===== src/rtl/uart_cmd_arb.sv =====
// uart_cmd_arb: round-robin arbiter that shares one UART command port between
// N_REQ requesters, sequences a single outstanding command through the UART
// valid/ready handshake and returns a one-cycle response (with timeout guard)
// to the requester that owns the transaction.
module uart_cmd_arb #(
    parameter int N_REQ      = 4,
    parameter int CMD_WIDTH  = 16,
    parameter int READ_WIDTH = 8,
    parameter int TIMEOUT    = 65535
) (
    input  logic                       clk,
    input  logic                       rst_n,
    input  logic [N_REQ-1:0]           req_vld,
    input  logic [N_REQ*CMD_WIDTH-1:0] req_cmd,
    output logic [N_REQ-1:0]           req_rdy,
    output logic [N_REQ-1:0]           rsp_vld,
    output logic                       rsp_err,
    output logic [READ_WIDTH-1:0]      rsp_data,
    output logic [CMD_WIDTH-1:0]       uart_cmd,
    output logic                       uart_cmd_vld,
    input  logic                       uart_cmd_rdy,
    input  logic                       uart_read_rdy,
    input  logic [READ_WIDTH-1:0]      uart_read_data
);

    localparam int               PTR_W      = $clog2(N_REQ);
    localparam logic [15:0]      TIMER_LAST = 16'(TIMEOUT - 1);
    localparam logic [N_REQ-1:0] ONE        = N_REQ'(1);
    localparam logic [PTR_W-1:0] LAST_REQ   = PTR_W'(N_REQ - 1);

    typedef enum logic [1:0] {
        IDLE,
        ISSUE,
        BUSY,
        RESP
    } state_t;

    state_t                  state, state_nxt;
    logic [PTR_W-1:0]        rr_ptr, rr_ptr_nxt;
    logic [PTR_W-1:0]        owner, owner_nxt;
    logic                    is_wr, is_wr_nxt;
    logic                    seen_busy, seen_busy_nxt;
    logic [15:0]             timer, timer_nxt;

    logic [N_REQ-1:0]        req_rdy_nxt;
    logic [N_REQ-1:0]        rsp_vld_nxt;
    logic                    rsp_err_nxt;
    logic [READ_WIDTH-1:0]   rsp_data_nxt;
    logic [CMD_WIDTH-1:0]    uart_cmd_nxt;
    logic                    uart_cmd_vld_nxt;

    logic [CMD_WIDTH-1:0]    cmd_arr [N_REQ];
    logic                    found;
    logic [PTR_W-1:0]        idx;
    logic [PTR_W-1:0]        win;
    logic [CMD_WIDTH-1:0]    win_cmd;
    logic                    wr_done;
    logic                    rd_done;

    // Unpack the flat command bus into one entry per requester.
    always_comb begin
        for (int i = 0; i < N_REQ; i++) begin
            cmd_arr[i] = req_cmd[i*CMD_WIDTH +: CMD_WIDTH];
        end
    end

    // Round-robin pick: first requesting index at or after rr_ptr, wrapping.
    always_comb begin
        found   = 1'b0;
        idx     = '0;
        win     = '0;
        win_cmd = '0;
        for (int i = 0; i < N_REQ; i++) begin
            idx = PTR_W'((int'(rr_ptr) + i) % N_REQ);
            if (!found && req_vld[idx]) begin
                found   = 1'b1;
                win     = idx;
                win_cmd = cmd_arr[idx];
            end
        end
    end

    // Next-state logic and next values for every registered output.
    always_comb begin
        state_nxt        = state;
        rr_ptr_nxt       = rr_ptr;
        owner_nxt        = owner;
        is_wr_nxt        = is_wr;
        seen_busy_nxt    = seen_busy;
        timer_nxt        = timer;
        req_rdy_nxt      = '0;
        rsp_vld_nxt      = '0;
        rsp_err_nxt      = 1'b0;
        rsp_data_nxt     = '0;
        uart_cmd_nxt     = uart_cmd;
        uart_cmd_vld_nxt = 1'b0;
        wr_done          = 1'b0;
        rd_done          = 1'b0;

        case (state)
            IDLE: begin
                if (found) begin
                    req_rdy_nxt      = ONE << win;
                    uart_cmd_nxt     = win_cmd;
                    owner_nxt        = win;
                    is_wr_nxt        = win_cmd[CMD_WIDTH-1];
                    timer_nxt        = '0;
                    uart_cmd_vld_nxt = 1'b1;
                    state_nxt        = ISSUE;
                end
            end

            ISSUE: begin
                timer_nxt = timer + 16'd1;
                if (timer == TIMER_LAST) begin
                    rsp_vld_nxt = ONE << owner;
                    rsp_err_nxt = 1'b1;
                    state_nxt   = RESP;
                end else if (uart_cmd_vld && uart_cmd_rdy) begin
                    seen_busy_nxt = 1'b0;
                    state_nxt     = BUSY;
                end else begin
                    uart_cmd_vld_nxt = 1'b1;
                end
            end

            BUSY: begin
                timer_nxt = timer + 16'd1;
                if (!uart_cmd_rdy) begin
                    seen_busy_nxt = 1'b1;
                end
                wr_done = is_wr && seen_busy && uart_cmd_rdy;
                rd_done = !is_wr && uart_read_rdy;
                if (wr_done || rd_done) begin
                    rsp_vld_nxt  = ONE << owner;
                    rsp_data_nxt = rd_done ? uart_read_data : '0;
                    state_nxt    = RESP;
                end else if (timer == TIMER_LAST) begin
                    rsp_vld_nxt = ONE << owner;
                    rsp_err_nxt = 1'b1;
                    state_nxt   = RESP;
                end
            end

            RESP: begin
                rr_ptr_nxt = (owner == LAST_REQ) ? '0 : owner + PTR_W'(1);
                state_nxt  = IDLE;
            end

            default: begin
                state_nxt = IDLE;
            end
        endcase
    end

    // State, bookkeeping and output registers with synchronous active-low reset.
    always_ff @(posedge clk) begin
        if (!rst_n) begin
            state        <= IDLE;
            rr_ptr       <= '0;
            owner        <= '0;
            is_wr        <= 1'b0;
            seen_busy    <= 1'b0;
            timer        <= '0;
            req_rdy      <= '0;
            rsp_vld      <= '0;
            rsp_err      <= 1'b0;
            rsp_data     <= '0;
            uart_cmd     <= '0;
            uart_cmd_vld <= 1'b0;
        end else begin
            state        <= state_nxt;
            rr_ptr       <= rr_ptr_nxt;
            owner        <= owner_nxt;
            is_wr        <= is_wr_nxt;
            seen_busy    <= seen_busy_nxt;
            timer        <= timer_nxt;
            req_rdy      <= req_rdy_nxt;
            rsp_vld      <= rsp_vld_nxt;
            rsp_err      <= rsp_err_nxt;
            rsp_data     <= rsp_data_nxt;
            uart_cmd     <= uart_cmd_nxt;
            uart_cmd_vld <= uart_cmd_vld_nxt;
        end
    end

endmodule


===== config.mk =====
export PLATFORM = sky130hd
export DESIGN_NAME = uart_cmd_arb
export DESIGN_NICKNAME = d
export VERILOG_FILES = /design/src/rtl/uart_cmd_arb.sv
export SDC_FILE = /design/constraint.sdc
export NUM_CORES = 1
export LEC_CHECK = 0
export ABC_AREA = 1
export BUFFER_PORTS_ARGS = -buffer_cell sky130_fd_sc_hd__buf_2
export CORE_UTILIZATION = 50
export CTS_CLUSTER_DIAMETER = 50
export DETAILED_ROUTE_END_ITERATION = 8
export PLACE_DENSITY_LB_ADDON = 0.25
export RECOVER_POWER = 25
export SYNTH_ARGS = -nofsm -noshare
export SYNTH_HDL_FRONTEND = slang
export SYNTH_SLANG_ARGS = --single-unit

===== constraint.sdc =====
create_clock -name clk -period 2.2 [get_ports clk]
set_clock_uncertainty 0.15 [all_clocks]
set_input_delay 0.22 -clock clk [delete_from_list [all_inputs] [get_ports clk]]
set_output_delay 0.22 -clock clk [all_outputs]
set_load 0.05 [all_outputs]

Yosys cells after proc, flatten, opt, wreduce, memory -nomap -nowiden --
Cells that the tools add are included.
Storage, ports and cells: register bits 58, input bits 80, word-level logic and storage cells 119
Cells by class: $add $sub $neg 5, order comparisons 8, eq/ne operators 11, shift-type cells 2, mux-type cells 55, bitwise gates (word level) 4, reduce and logical (&&, ||, !) cells 22
Operators by type and width (number):
- 16-bit two-way mux | 13
- 16-bit binary-select mux with 2-bit select | 4
- 16-bit one-hot mux with 2 select lines | 1
- 2-bit two-way mux | 10
- 16-bit by 1-bit adder with 16-bit output (second input constant) | 1
- 16-bit equality test (second input constant) | 1
- 1-bit two-way mux | 16
- 3-bit >= comparator (second input constant) | 4
- 2-bit by 3-bit < comparator with 1-bit output (second input constant) | 4
- 2-bit NOT with 3-bit output | 4
- 1-bit binary-select mux with 2-bit select | 4
- 4-bit two-way mux | 2
- 2-bit != test (second input constant) | 4
- 2-bit one-hot mux with 4 select lines | 1
- 4-bit one-hot mux with 2 select lines | 1
- 4-bit AND reduction | 2
- 1-bit by 2-bit left shift with 4-bit output (first input constant) | 2
- 1-bit logical AND | 7
- 2-bit equality test (second input constant) | 3
- 3-bit != test (second input constant) | 2
- 1-bit one-hot mux with 2 select lines | 3
- 3-bit AND reduction | 2
- 2-bit by 1-bit adder with 2-bit output (second input constant) | 2
- 2-bit adder (second input constant) | 2
- other kinds (7) | 12

Longest topological paths before layout --
Gate-level depths: netlist (run 1).
depth after elaboration 14, gate-level depth with buffers 15, depth with buffers taken out 13

Worst setup path before layout (run 1) --
No wires, ideal clock.
kind register -> register, start point register rr_ptr[1], end point register timer[0], arrival time 1.567 ns, setup slack 0.368 ns, cell stages (with the launch flop) 14, cell sequence dfxtp_1 -> buf_4 -> inv_2 -> buf_6 -> nand2_8 -> nand2_8 -> nand2_4 -> nand2_4 -> nor2_4 -> buf_6 -> nand4_4 -> buf_6 -> a21oi_1 -> nor2_1
Between the ends: word-level cells in the longest chain between the ends 14, elaborated cells on any way between the ends 23, those cells by class 3 x add/sub; 1 x eq/ne; 12 x mux; 7 x reduce/logical
RTL lines:
- from (decl) | RTL line 39 | logic [PTR_W-1:0] rr_ptr, rr_ptr_nxt;
- from (signal assigned) | RTL line 173 | rr_ptr <= rr_ptr_nxt;
- parallel branches: the longest is 11 deep, another holds 2-bit by 1-bit adder with 2-bit output
- 1-bit two-way mux * | RTL line 75 | if (!found && req_vld[idx]) begin
- 2-bit != test (no line) *
- 2-bit AND reduction (no line) *
- to (signal assigned) | RTL line 177 | timer <= timer_nxt;
- to (decl) | RTL line 43 | logic [15:0] timer, timer_nxt;
Every way passes the cells marked *. The select of a mux whose other input is x is not followed. A chain may end at the register's enable or synchronous reset.

Worst setup path after layout (run 1) --
start point register rr_ptr[0], end point register uart_cmd[15]
Between the ends: word-level cells in the longest chain between the ends 13, elaborated cells on any way between the ends 42, those cells by class 3 x add/sub; 28 x mux; 4 x bitwise; 7 x reduce/logical
RTL lines:
- parallel branches: the longest is 13 deep, another holds 2-bit by 1-bit adder with 2-bit output
- to (signal assigned) | RTL line 182 | uart_cmd <= uart_cmd_nxt;
- to (decl) | RTL line 19 | output logic [CMD_WIDTH-1:0] uart_cmd,
Parallel ways; which one is timed is not known. The select of a mux whose other input is x is not followed.

==> results.sh, run 1 <==
export IMPL_synth_simple_area_share_pct=49.2
export IMPL_design_area_um2=5970
export IMPL_cts_tree="built"
export IMPL_finalCritPeriodShare_pct=91.3
export IMPL_clk_pin_slew_ns=0.07
export IMPL_die_x_um=102
export IMPL_grt_antenna_before_repair=0
export IMPL_cts_buffer_depth=2
export IMPL_slew_headroom_pct=58.8
export IMPL_slowest_stage="dfxtp_4"
export IMPL_h_tree_depth=3
export IMPL_use_met2_pct=46.6
export IMPL_ys_seq_area_share_pct=22.9
export IMPL_outcome="completed"
export IMPL_clock_latency_ns=0.34
export IMPL_ys_types=30
export IMPL_die_height_um=102
export IMPL_design_core_area_um2=9730
export IMPL_synth_compound_area_share_pct=12.4
export IMPL_synth_xor_area_share_pct=1.05
export IMPL_p_total_uw=5410
export IMPL_pre_cts_ws_ns=-0.0248
export IMPL_worstSetupPathType="flop to flop"
export IMPL_globalplace_congestion=0.885
export IMPL_powerDensity_nw_per_um2=906
export IMPL_critPathCapture="uart_cmd[15]"
export IMPL_first_global_vias=5171
export IMPL_grt_busiest_layer="met2"
export IMPL_crit_arrival_ns=2.15
export IMPL_drc=0
export IMPL_crit_chain="inv_6, nand2_1, nand2_1, nand2_1, nand2_4, nor2_4, nand2_1, inv_2, o21ai_0, nand3_1, nand2_1, nand2_1"
export IMPL_layout_setup_ws_ns=0.191
export IMPL_grt_use_met1_pct=33.7
export IMPL_synth_area_leaders="nand2_1 29%, dfxtp_1 23%, o21ai_0 8.9%"
export IMPL_max_stage_delay_ns=0.41
export IMPL_ys_ff_latch=57
export IMPL_synth_top_family_by_area="simple AND/OR/NAND/NOR gates"
export IMPL_routedWlPerCell_um=11.5
export IMPL_cts_buffers=9
export IMPL_netlist_area_um2=4990
export IMPL_hold_viol=0
export IMPL_cts_root_buf="clkbuf_8"
export IMPL_num_io_pins=114
export IMPL_vias_per_cell=4.98
export IMPL_vias=5799
export IMPL_overflow=0
export IMPL_ant_nets=0
export IMPL_clock_fmax_mhz=498
export IMPL_use_met3_pct=4.45
export IMPL_num_rows=36
export IMPL_placed_area_um2=5640
export IMPL_start_kind="flop"
export IMPL_drt_initial_drc_count=240
export IMPL_r2r_start="rr_ptr[0]"
export IMPL_leakage_uw=0.00304
export IMPL_grt_pass1_wl_mm=22.4
export IMPL_wl_mm=13.4
export IMPL_fin_cells=1165
export IMPL_gr_usage_all_layers_pct=26.6
export IMPL_rsz0062_at_grt="false"
export IMPL_worst_hold_slack_ns=0.118
export IMPL_firstDrtPassIters=5
export IMPL_drv_cap=0
export IMPL_port_buffers=113
export IMPL_crit_start="rr_ptr[0]"
export IMPL_synth_fa_ha_area_share_pct=2.51
export IMPL_postSynthCellCount=915
export IMPL_crit_buf_inv=2
export IMPL_synth_area_per_cell_um2=5.45
export IMPL_cp_depth=12
export IMPL_ir_worst_vdd_v=0.00104
export IMPL_r2r_cells=12
export IMPL_area_delta_synth_final_pct=19.7
export IMPL_fillers=1045
export IMPL_setup_viol=0
export IMPL_diodes=0
export IMPL_grt_max_degree=53
export IMPL_timing_reg2reg_setup_slack_ns=0.19
export IMPL_numClockSinks=57
export IMPL_muxShareOfSynthArea_pct=0
export IMPL_drive_gt1_share_pct=16.0
export IMPL_synth_fp_nets=1005
export IMPL_tightestPinTransition_ns=0.621
export IMPL_end_kind="flop"
export IMPL_dpl_cell_count=1136
export IMPL_cpLargestDelayFamily="simple AND/OR/NAND/NOR gates"
export IMPL_drv_slew=0
export IMPL_synth_warnings=0
export IMPL_critPathRequiredTime_ns=2.34
export IMPL_dpl_hpwl_mm=9.79
export IMPL_yosysTopAreaCell="nand2_1"
export IMPL_cpMostUsedCell="nand2_1"
export IMPL_start_util_pct=51.3
export IMPL_hp_class="input pin to flop"
export IMPL_critPathMaxFanout=15
export IMPL_die_area_um2=10400
export IMPL_r2r_end="uart_cmd[15]"
export IMPL_nets=1117
export IMPL_yosysTopAreaCellShare_pct=29.3
export IMPL_min_period_ns=2.01
## layout by cell type (no fill, tap or decap), types with 3 or more instances in the layout
cell	netlist	layout
nand3_2	2	3
o21ai_0	89	88
nand2_1	390	389
xnor2_1	3	3
inv_2	4	4
nand3_1	67	66
dlygate4sd3_1	0	8
clkbuf_8	0	9
inv_1	85	85
xor2_1	3	3
o21bai_1	3	3
nand2_2	10	11
a21oi_1	27	27
dfxtp_1	57	55
nand2_4	3	3
buf_2	7	92
clkinv_2	0	3
clkbuf_1	28	21
nor2_1	80	80
nand4_1	23	23
buf_4	6	23
ha_1	10	10
## worst register-to-register path, delay by kind of cell (launching register included)
kind	cells	cell delay [ns]
flip-flops	1	0.41
buffers and inverters	2	0.34
AO/OA/AOI/OAI	1	0.16
AND/OR/NAND/NOR	9	0.93
## synth_stat cells, drive strengths merged
cell    number
nand2      405
nor2        82
a211oi       1
clkinv       1
nand3       69
o21ai       89
o21bai       3
o211a        1
buf         19
ha          10
inv         91
nor3         2
xnor2        3
clkbuf      28
dfxtp       57
nand4       24
a21oi       27
xor2         3
## sequential cells by signal, summed over array words and instances (netlist names), 2 cells and up
signal	cells
uart_cmd	16
owner	2
state	2
rsp_vld	4
rsp_data	8
rr_ptr	2
timer	16
req_rdy	4
## metrics by stage
stage / util, % / setup TNS, ns
after CTS: 61.1 / 0
final: 61.4 / 0
after detailed placement: 58.0 / -0.0373
after global placement: 58.0 / -0.0223
after global routing: 61.4 / 0
after floorplan: - / 0
## per-layer routing
layer / share of wire [%] / up-vias / routed length (µm)
li1: - / 3098 / -
met5: 0 / - / 0
met3: 4.6 / 19 / 615
met2: 47 / 146 / 6300
met4: 1.4 / 0 / 187
met1: 47 / 2536 / 6270
## repair_timing
item                       CTS  global route
pin swaps                    1             2
setup buffers                1             4
hold buffers                 8             0
setup endpoints to repair    4            33
hold endpoints to repair     8             0
gates resized for setup      1             9
## cell families (layout without fill, tap and decap cells)
family                     after synthesis  after routing
buffers and inverters                  139            256
and+or+nand+nor                        582            582
AOI/OAI and AO/OA                      121            121
xor gates and xnor gates                 6              6
DFF                                     57             57
adders and majority gates               10             10
## worst min path at each step
stage	startpoint	endpoint	slack (ns)	depth (start not counted)
finish	uart_cmd_rdy	uart_cmd_vld	0.12	4
global placement	uart_read_data[1]	rsp_data[1]	0.29	3
global route	rst_n	timer[0]	0.14	3
floorplan	uart_read_data[0]	rsp_data[0]	0.18	2
CTS	uart_cmd_rdy	uart_cmd_vld	0.11	4
detailed placement	uart_read_data[3]	rsp_data[3]	0.29	3
## area by class of cell
type | count | area [µm²] | share of cell area (%)
multi-input cells | 719 | 3260 | 54.6
flip-flops and latches | 57 | 1150 | 19.2
repair buffers | 148 | 855 | 14.3
inverters | 92 | 353 | 5.91
well taps | 133 | 166 | 2.79
clock buffers | 9 | 124 | 2.07
clock inverters | 7 | 70.1 | 1.17
## power breakdown
group          switching [µW]  total (µW)  internal (µW)
combinational            2160        3060            893
sequential                153        1390           1240
clock                     443         964            521
Power figures use the tool's default switching activity.
==> run 2, diff against run 1 <==
--- a/config.mk
+++ b/config.mk
@@ -7,10 +7,9 @@
 export LEC_CHECK = 0
 export ABC_AREA = 1
 export BUFFER_PORTS_ARGS = -buffer_cell sky130_fd_sc_hd__buf_2
-export CORE_UTILIZATION = 50
+export CORE_UTILIZATION = 34
 export CTS_CLUSTER_DIAMETER = 50
 export DETAILED_ROUTE_END_ITERATION = 8
-export PLACE_DENSITY_LB_ADDON = 0.25
 export RECOVER_POWER = 25
 export SYNTH_ARGS = -nofsm -noshare
 export SYNTH_HDL_FRONTEND = slang
==> constraint.sdc (replaced) <==
create_clock -name clk -period 2.25 [get_ports clk]
set_clock_uncertainty 0.15 [all_clocks]
set_input_delay 0.225 -clock clk [delete_from_list [all_inputs] [get_ports clk]]
set_output_delay 0.225 -clock clk [all_outputs]
set_load 0.05 [all_outputs]
==> run 2 against run 1 <==
Against the previous run:
- sequential power about the same
- worst setup slack worse by 0.019 ns
- final area up 2.3%
- fmax down 3.3%
- critical endpoint is now timer[0]
- highest routed layer unchanged
- critical path depth down 1
- count of clock-buffer cells in the layout up 2
- via count down 1.9%
- utilization down 18 points
- cell count up 3.8%
- largest power group unchanged
- flip-flop and latch count unchanged
==> results.sh, run 2 (synthesized netlist as in run 1, its figures left out) <==
export IMPL_outcome="completed"
export IMPL_cts_buffer_depth=2
export IMPL_wl_met2_mm=6.78
export IMPL_ir_worst_vdd_v=0.000540
export IMPL_setup_viol=0
export IMPL_cts_root_buf="clkbuf_16"
export IMPL_worstHoldStart="uart_cmd_rdy"
export IMPL_min_period_ns=2.08
export IMPL_crit_arrival_ns=2.15
export IMPL_tightestPinTransition_ns=0.661
export IMPL_first_global_vias=5222
export IMPL_hp_class="input pin to flop"
export IMPL_clock_fmax_mhz=481
export IMPL_route_top_layer_used="met4"
export IMPL_max_stage_delay_ns=0.41
export IMPL_ant_nets=0
export IMPL_gr_usage_all_layers_pct=20.1
export IMPL_critPathRequiredTime_ns=2.32
export IMPL_end_kind="flop"
export IMPL_routedWlPerCell_um=11.9
export IMPL_drt_initial_drc_count=267
export IMPL_worst_hold_slack_ns=0.142
export IMPL_powerDensity_nw_per_um2=921
export IMPL_num_rows=43
export IMPL_r2r_cells=11
export IMPL_vias_per_cell=4.71
export IMPL_drc=0
export IMPL_largestRegisters="timer: 16 flops, uart_cmd: 16 flops, rsp_data: 8 flops"
export IMPL_start_kind="flop"
export IMPL_hold_end="uart_cmd_vld"
export IMPL_overflow=0
export IMPL_r2r_start="rr_ptr[0]"
export IMPL_globalplace_congestion=0.857
export IMPL_drive_gt1_share_pct=15.5
export IMPL_h_tree_depth=3
export IMPL_worstSetupPathType="flop to flop"
export IMPL_p_total_uw=5630
export IMPL_area_delta_synth_final_pct=22.4
export IMPL_port_buffers=113
export IMPL_clk_pin_slew_ns=0.05
export IMPL_wl_mm=14.4
export IMPL_critPathMaxFanout=17
export IMPL_wl_met3_um=612
export IMPL_firstDrtPassIters=5
export IMPL_cts_buffers=9
export IMPL_vias=5690
export IMPL_layout_common_cells="390 x nand2_1, 92 x buf_2, 87 x o21ai_0"
export IMPL_slew_headroom_pct=56.1
export IMPL_hold_viol=0
export IMPL_die_height_um=123
export IMPL_die_area_um2=15200
export IMPL_layout_setup_ws_ns=0.172
export IMPL_num_io_pins=114
export IMPL_postCtsSetupBuffers=0
export IMPL_cpLargestDelayFamily="simple AND/OR/NAND/NOR gates"
export IMPL_drv_cap=0
export IMPL_grt_antenna_before_repair=0
export IMPL_design_core_area_um2=14100
export IMPL_rsz0062_at_grt="false"
export IMPL_hold_depth=4
export IMPL_cp_depth=11
export IMPL_setup_tns_ns=0
export IMPL_crit_chain="inv_6, nand2_1, nand2_2, nand2_1, nand2_4, nor2_4, buf_6, nand4_4, buf_4, a21oi_1, nor2_1"
export IMPL_die_x_um=123
export IMPL_start_util_pct=35.4
export IMPL_slowest_stage="dfxtp_4"
export IMPL_drv_slew=0
export IMPL_timing_reg2reg_setup_slack_ns=0.17
export IMPL_grt_max_degree=69
export IMPL_dpl_hpwl_mm=10.8
export IMPL_cpMostUsedCell="nand2_1"
export IMPL_finalCritPeriodShare_pct=92.4
export IMPL_pre_cts_ws_ns=0.155
export IMPL_r2r_end="timer[0]"
export IMPL_fillers=1581
export IMPL_clock_latency_ns=0.33
export IMPL_grt_pass1_wl_mm=24.1
export IMPL_cts_tree="built"
export IMPL_nets=1116
export IMPL_leakage_uw=0.00306
export IMPL_m1WireLength_mm=6.81
export IMPL_layout_commonest_cell="nand2_1"
export IMPL_crit_buf_inv=3
export IMPL_diodes=0
export IMPL_numClockSinks=57
[run 2: worst reg2reg max path, stage by stage, from the launching register on]
cell	delay, ns
dfxtp_4	0.41
inv_6	0.08
nand2_1	0.07
nand2_2	0.08
nand2_1	0.13
nand2_4	0.12
nor2_4	0.22
buf_6	0.18
nand4_4	0.09
buf_4	0.23
a21oi_1	0.15
nor2_1	0.06
[run 2: stage by stage]
stage                     utilization (%)  cell area, µm²  instances
after floorplan                         -            4990        915
after global placement               40.8            5760       1187
after detailed placement             40.8            5760       1187
after CTS                            43.3            6110       1209
after global routing                 43.3            6110       1209
final                                43.3            6110       1209
[run 2: power by group]
group / switching, µW / internal, µW
combinational: 2140 / 876
sequential: 157 / 1210
clock: 452 / 786
total: 2750 / 2870
[run 2: per-layer routing]
metal	vias up	global-route usage, %
li1	3096	-
met1	2462	25.3
met2	114	34.8
met3	18	4.34
met4	0	4.89
met5	-	0
[run 2: worst max-delay path by stage]
| stage | start | to |
|---|---|---|
| detailed placement | rr_ptr[0] | timer[0] |
| global placement | rr_ptr[0] | req_rdy[2] |
| floorplan | rr_ptr[1] | timer[0] |
| CTS | rr_ptr[0] | timer[0] |
| global route | rr_ptr[0] | uart_cmd[14] |
| finish | rr_ptr[0] | timer[0] |
[run 2: cell type report]
| cell class | count | area (µm²) | share of cell area (%) |
|---|---|---|---|
| clock buffers | 11 | 253 | 4.14 |
| flip-flops and latches | 57 | 1150 | 18.8 |
| repair buffers | 147 | 843 | 13.8 |
| multi-input cells | 719 | 3270 | 53.5 |
| clock inverters | 3 | 17.5 | 0.287 |
| inverters | 92 | 355 | 5.82 |
| well taps | 180 | 225 | 3.69 |
[run 2: repair_timing]
item	4_1_cts	5_1_grt
hold endpoints to repair	8	0
gates resized for setup	0	8
hold buffers	8	0
endpoints found under the setup margin	0	35
==> run 3, diff against run 2 <==
--- a/config.mk
+++ b/config.mk
@@ -7,6 +7,7 @@
 export LEC_CHECK = 0
 export ABC_AREA = 1
 export BUFFER_PORTS_ARGS = -buffer_cell sky130_fd_sc_hd__buf_2
+export CAP_MARGIN = 0
 export CORE_UTILIZATION = 34
 export CTS_CLUSTER_DIAMETER = 50
 export DETAILED_ROUTE_END_ITERATION = 8
@@ -14,3 +15,4 @@
 export SYNTH_ARGS = -nofsm -noshare
 export SYNTH_HDL_FRONTEND = slang
 export SYNTH_SLANG_ARGS = --single-unit
+export TNS_END_PERCENT = 50
==> constraint.sdc (replaced) <==
create_clock -name clk -period 1.7 [get_ports clk]
set_clock_uncertainty 0.15 [all_clocks]
set_input_delay 0.17 -clock clk [delete_from_list [all_inputs] [get_ports clk]]
set_output_delay 0.17 -clock clk [all_outputs]
set_load 0.05 [all_outputs]
==> run 3 against run 2 <==
Against the previous run:
- the flow now finishes with violations (negative setup slack)
- count of clock-buffer cells in the layout fell by 2
- sequential power rose by 31%
- utilization rose by 7.1 points
- critical path depth rose by 2
- flip-flop and latch count did not move
- power rose by 58%
- combinational power rose by 70%
- final area rose by 16%
- register-to-register slack got worse by 0.34 ns
- critical endpoint unchanged
- largest cell class unchanged
==> results.sh, run 3 (synthesized netlist as in run 1, its figures left out) <==
export IMPL_drt_initial_drc_count=356
export IMPL_sequentialPowerShare_pct=20.3
export IMPL_vias_per_cell=4.72
export IMPL_slew_headroom_pct=57.9
export IMPL_die_x_um=123
export IMPL_critPathMaxFanout=16
export IMPL_die_area_um2=15200
export IMPL_cpMostUsedCell="buf_6"
export IMPL_numClockSinks=57
export IMPL_crit_buf_inv=4
export IMPL_end_kind="flop"
export IMPL_largestRegisters="timer: 16 flops, uart_cmd: 16 flops, rsp_data: 8 flops"
export IMPL_crit_arrival_ns=1.99
export IMPL_p_switching_uw=4050
export IMPL_finalCritPeriodShare_pct=110
export IMPL_num_io_pins=114
export IMPL_rsz0062_at_grt="true"
export IMPL_cts_buffer_depth=2
export IMPL_h_tree_depth=3
export IMPL_internal_power_uw=4820
export IMPL_worstSetupPathType="flop to flop"
export IMPL_slowest_stage="dfxtp_4"
export IMPL_crit_chain="buf_6, nand2_4, nand2_2, nand2_2, nand2_4, nor2_4, buf_6, buf_6, nand4_4, buf_12, nand3_1, nand2_1, nor2_1"
export IMPL_diodes=0
export IMPL_cp_depth=13
export IMPL_drv_slew=0
export IMPL_critPathCapture="timer[0]"
export IMPL_clock_latency_ns=0.33
export IMPL_critPathRequiredTime_ns=1.82
export IMPL_ir_worst_vdd_v=0.000694
export IMPL_cts_tree="built"
export IMPL_timing_reg2reg_setup_slack_ns=-0.17
export IMPL_leakage_uw=0.00363
export IMPL_dpl_cell_count=1239
export IMPL_violations="negative setup slack"
export IMPL_drive_gt1_share_pct=25.8
export IMPL_layout_commonest_cell="nand2_1"
export IMPL_worst_hold_slack_ns=0.0558
export IMPL_wl_mm=15.4
export IMPL_num_rows=43
export IMPL_cpLargestDelayFamily="simple AND/OR/NAND/NOR gates"
export IMPL_vias=6037
export IMPL_clk_pin_slew_ns=0.06
export IMPL_hold_viol=0
export IMPL_first_global_vias=5388
export IMPL_start_util_pct=35.4
export IMPL_clock_power_share_pct=21.8
export IMPL_max_stage_delay_ns=0.37
export IMPL_r2r_end="timer[0]"
export IMPL_sw_frac_of_total_pct=45.7
export IMPL_grt_max_degree=43
export IMPL_cts_buffers=9
export IMPL_fillers=1497
export IMPL_outcome="finished, violations left"
export IMPL_grt_antenna_before_repair=0
export IMPL_setup_viol=42
export IMPL_powerDensity_nw_per_um2=1250
export IMPL_r2r_start="rr_ptr[0]"
export IMPL_tightestPinTransition_ns=0.634
export IMPL_cts_root_buf="clkbuf_16"
export IMPL_routedWlPerCell_um=12.1
export IMPL_power_frac_comb_pct=57.8
export IMPL_drv_cap=0
export IMPL_hp_class="input pin to flop"
export IMPL_drc=0
export IMPL_clock_fmax_mhz=534
export IMPL_min_period_ns=1.87
export IMPL_globalplace_congestion=0.836
export IMPL_dpl_hpwl_mm=11.1
export IMPL_layout_common_cells="366 x nand2_1, 102 x buf_2, 83 x inv_1"
export IMPL_layout_setup_ws_ns=-0.172
export IMPL_r2r_cells=13
export IMPL_area_delta_synth_final_pct=42.4
export IMPL_firstDrtPassIters=5
export IMPL_nets=1183
export IMPL_port_buffers=113
export IMPL_grt_pass1_wl_mm=25.2
export IMPL_fin_cells=1278
export IMPL_start_kind="flop"
export IMPL_die_height_um=123
export IMPL_gr_usage_all_layers_pct=20.9
export IMPL_crit_start="rr_ptr[0]"
export IMPL_ant_nets=0
export IMPL_design_core_area_um2=14100
export IMPL_overflow=0
run 3: area by class of cell:
class,count,area (µm²),area share (%)
Timing Repair inverter,1,7.51,0.106
Clock buffer,9,225,3.17
Inverter,92,368,5.18
Tap cell,180,225,3.17
Timing Repair Buffer,213,1580,22.3
Clock inverter,7,95.1,1.34
Sequential cell,57,1150,16.2
Multi-Input combinational cell,719,3450,48.6
run 3: what timing repair did:
item	in CTS	in global routing
endpoints found under the setup margin	45	45
gates resized for setup	63	55
cloned	2	2
hold endpoints to repair	8	0
hold buffers	8	0
buffers inserted	11	1
pin swaps	12	10
run 3: stage by stage:
step | total power (µW) | TNS (ns) | setup slack [ns] | utilization (%) | cell area (µm²)
3_5_place_dp | 6320 | -7.63 | -0.313 | 44.4 | 6250
2_1_floorplan | 4760 | -2.89 | -0.123 | - | 5000
3_3_place_gp | 6320 | -7.10 | -0.272 | 44.4 | 6250
4_1_cts | 8570 | -3.72 | -0.143 | 49.1 | 6930
6_report | 8870 | -5.09 | -0.172 | 50.4 | 7110
5_1_grt | 9490 | -9.41 | -0.266 | 50.4 | 7110
run 3: worst min-delay path by stage:
stage / startpoint / to / slack, ns / depth (start not counted)
2_1_floorplan: uart_read_data[0] / rsp_data[0] / 0.13 / 2
3_3_place_gp: uart_read_data[1] / rsp_data[1] / 0.23 / 3
3_5_place_dp: uart_read_data[3] / rsp_data[3] / 0.24 / 3
4_1_cts: uart_cmd_rdy / seen_busy / 0.04 / 4
5_1_grt: uart_cmd_rdy / uart_cmd_vld / 0.07 / 4
6_report: uart_cmd_rdy / seen_busy / 0.06 / 4
run 3: per-layer routing:
metal | vias up | track usage, % | wire length, µm
met5 | - | 0 | 0
met4 | 0 | 5.42 | 210
met3 | 13 | 3.09 | 530
met2 | 126 | 33.6 | 6910
met1 | 2661 | 29.1 | 7800
li1 | 3237 | - | -
run 3: worst reg2reg max path, delay by kind of cell (launching register included):
family / cells / cell delay (ns)
buffers and inverters: 4 / 0.56
DFF: 1 / 0.37
and+or+nand+nor: 9 / 0.75
run 3: power by group through the flow:
stage	clock, µW	combinational [µW]	sequential [µW]
2_1_floorplan	0	2290	2470
3_3_place_gp	0	4500	1820
3_5_place_dp	0	4500	1820
4_1_cts	1980	4800	1790
5_1_grt	2040	5610	1830
6_report	1940	5130	1800
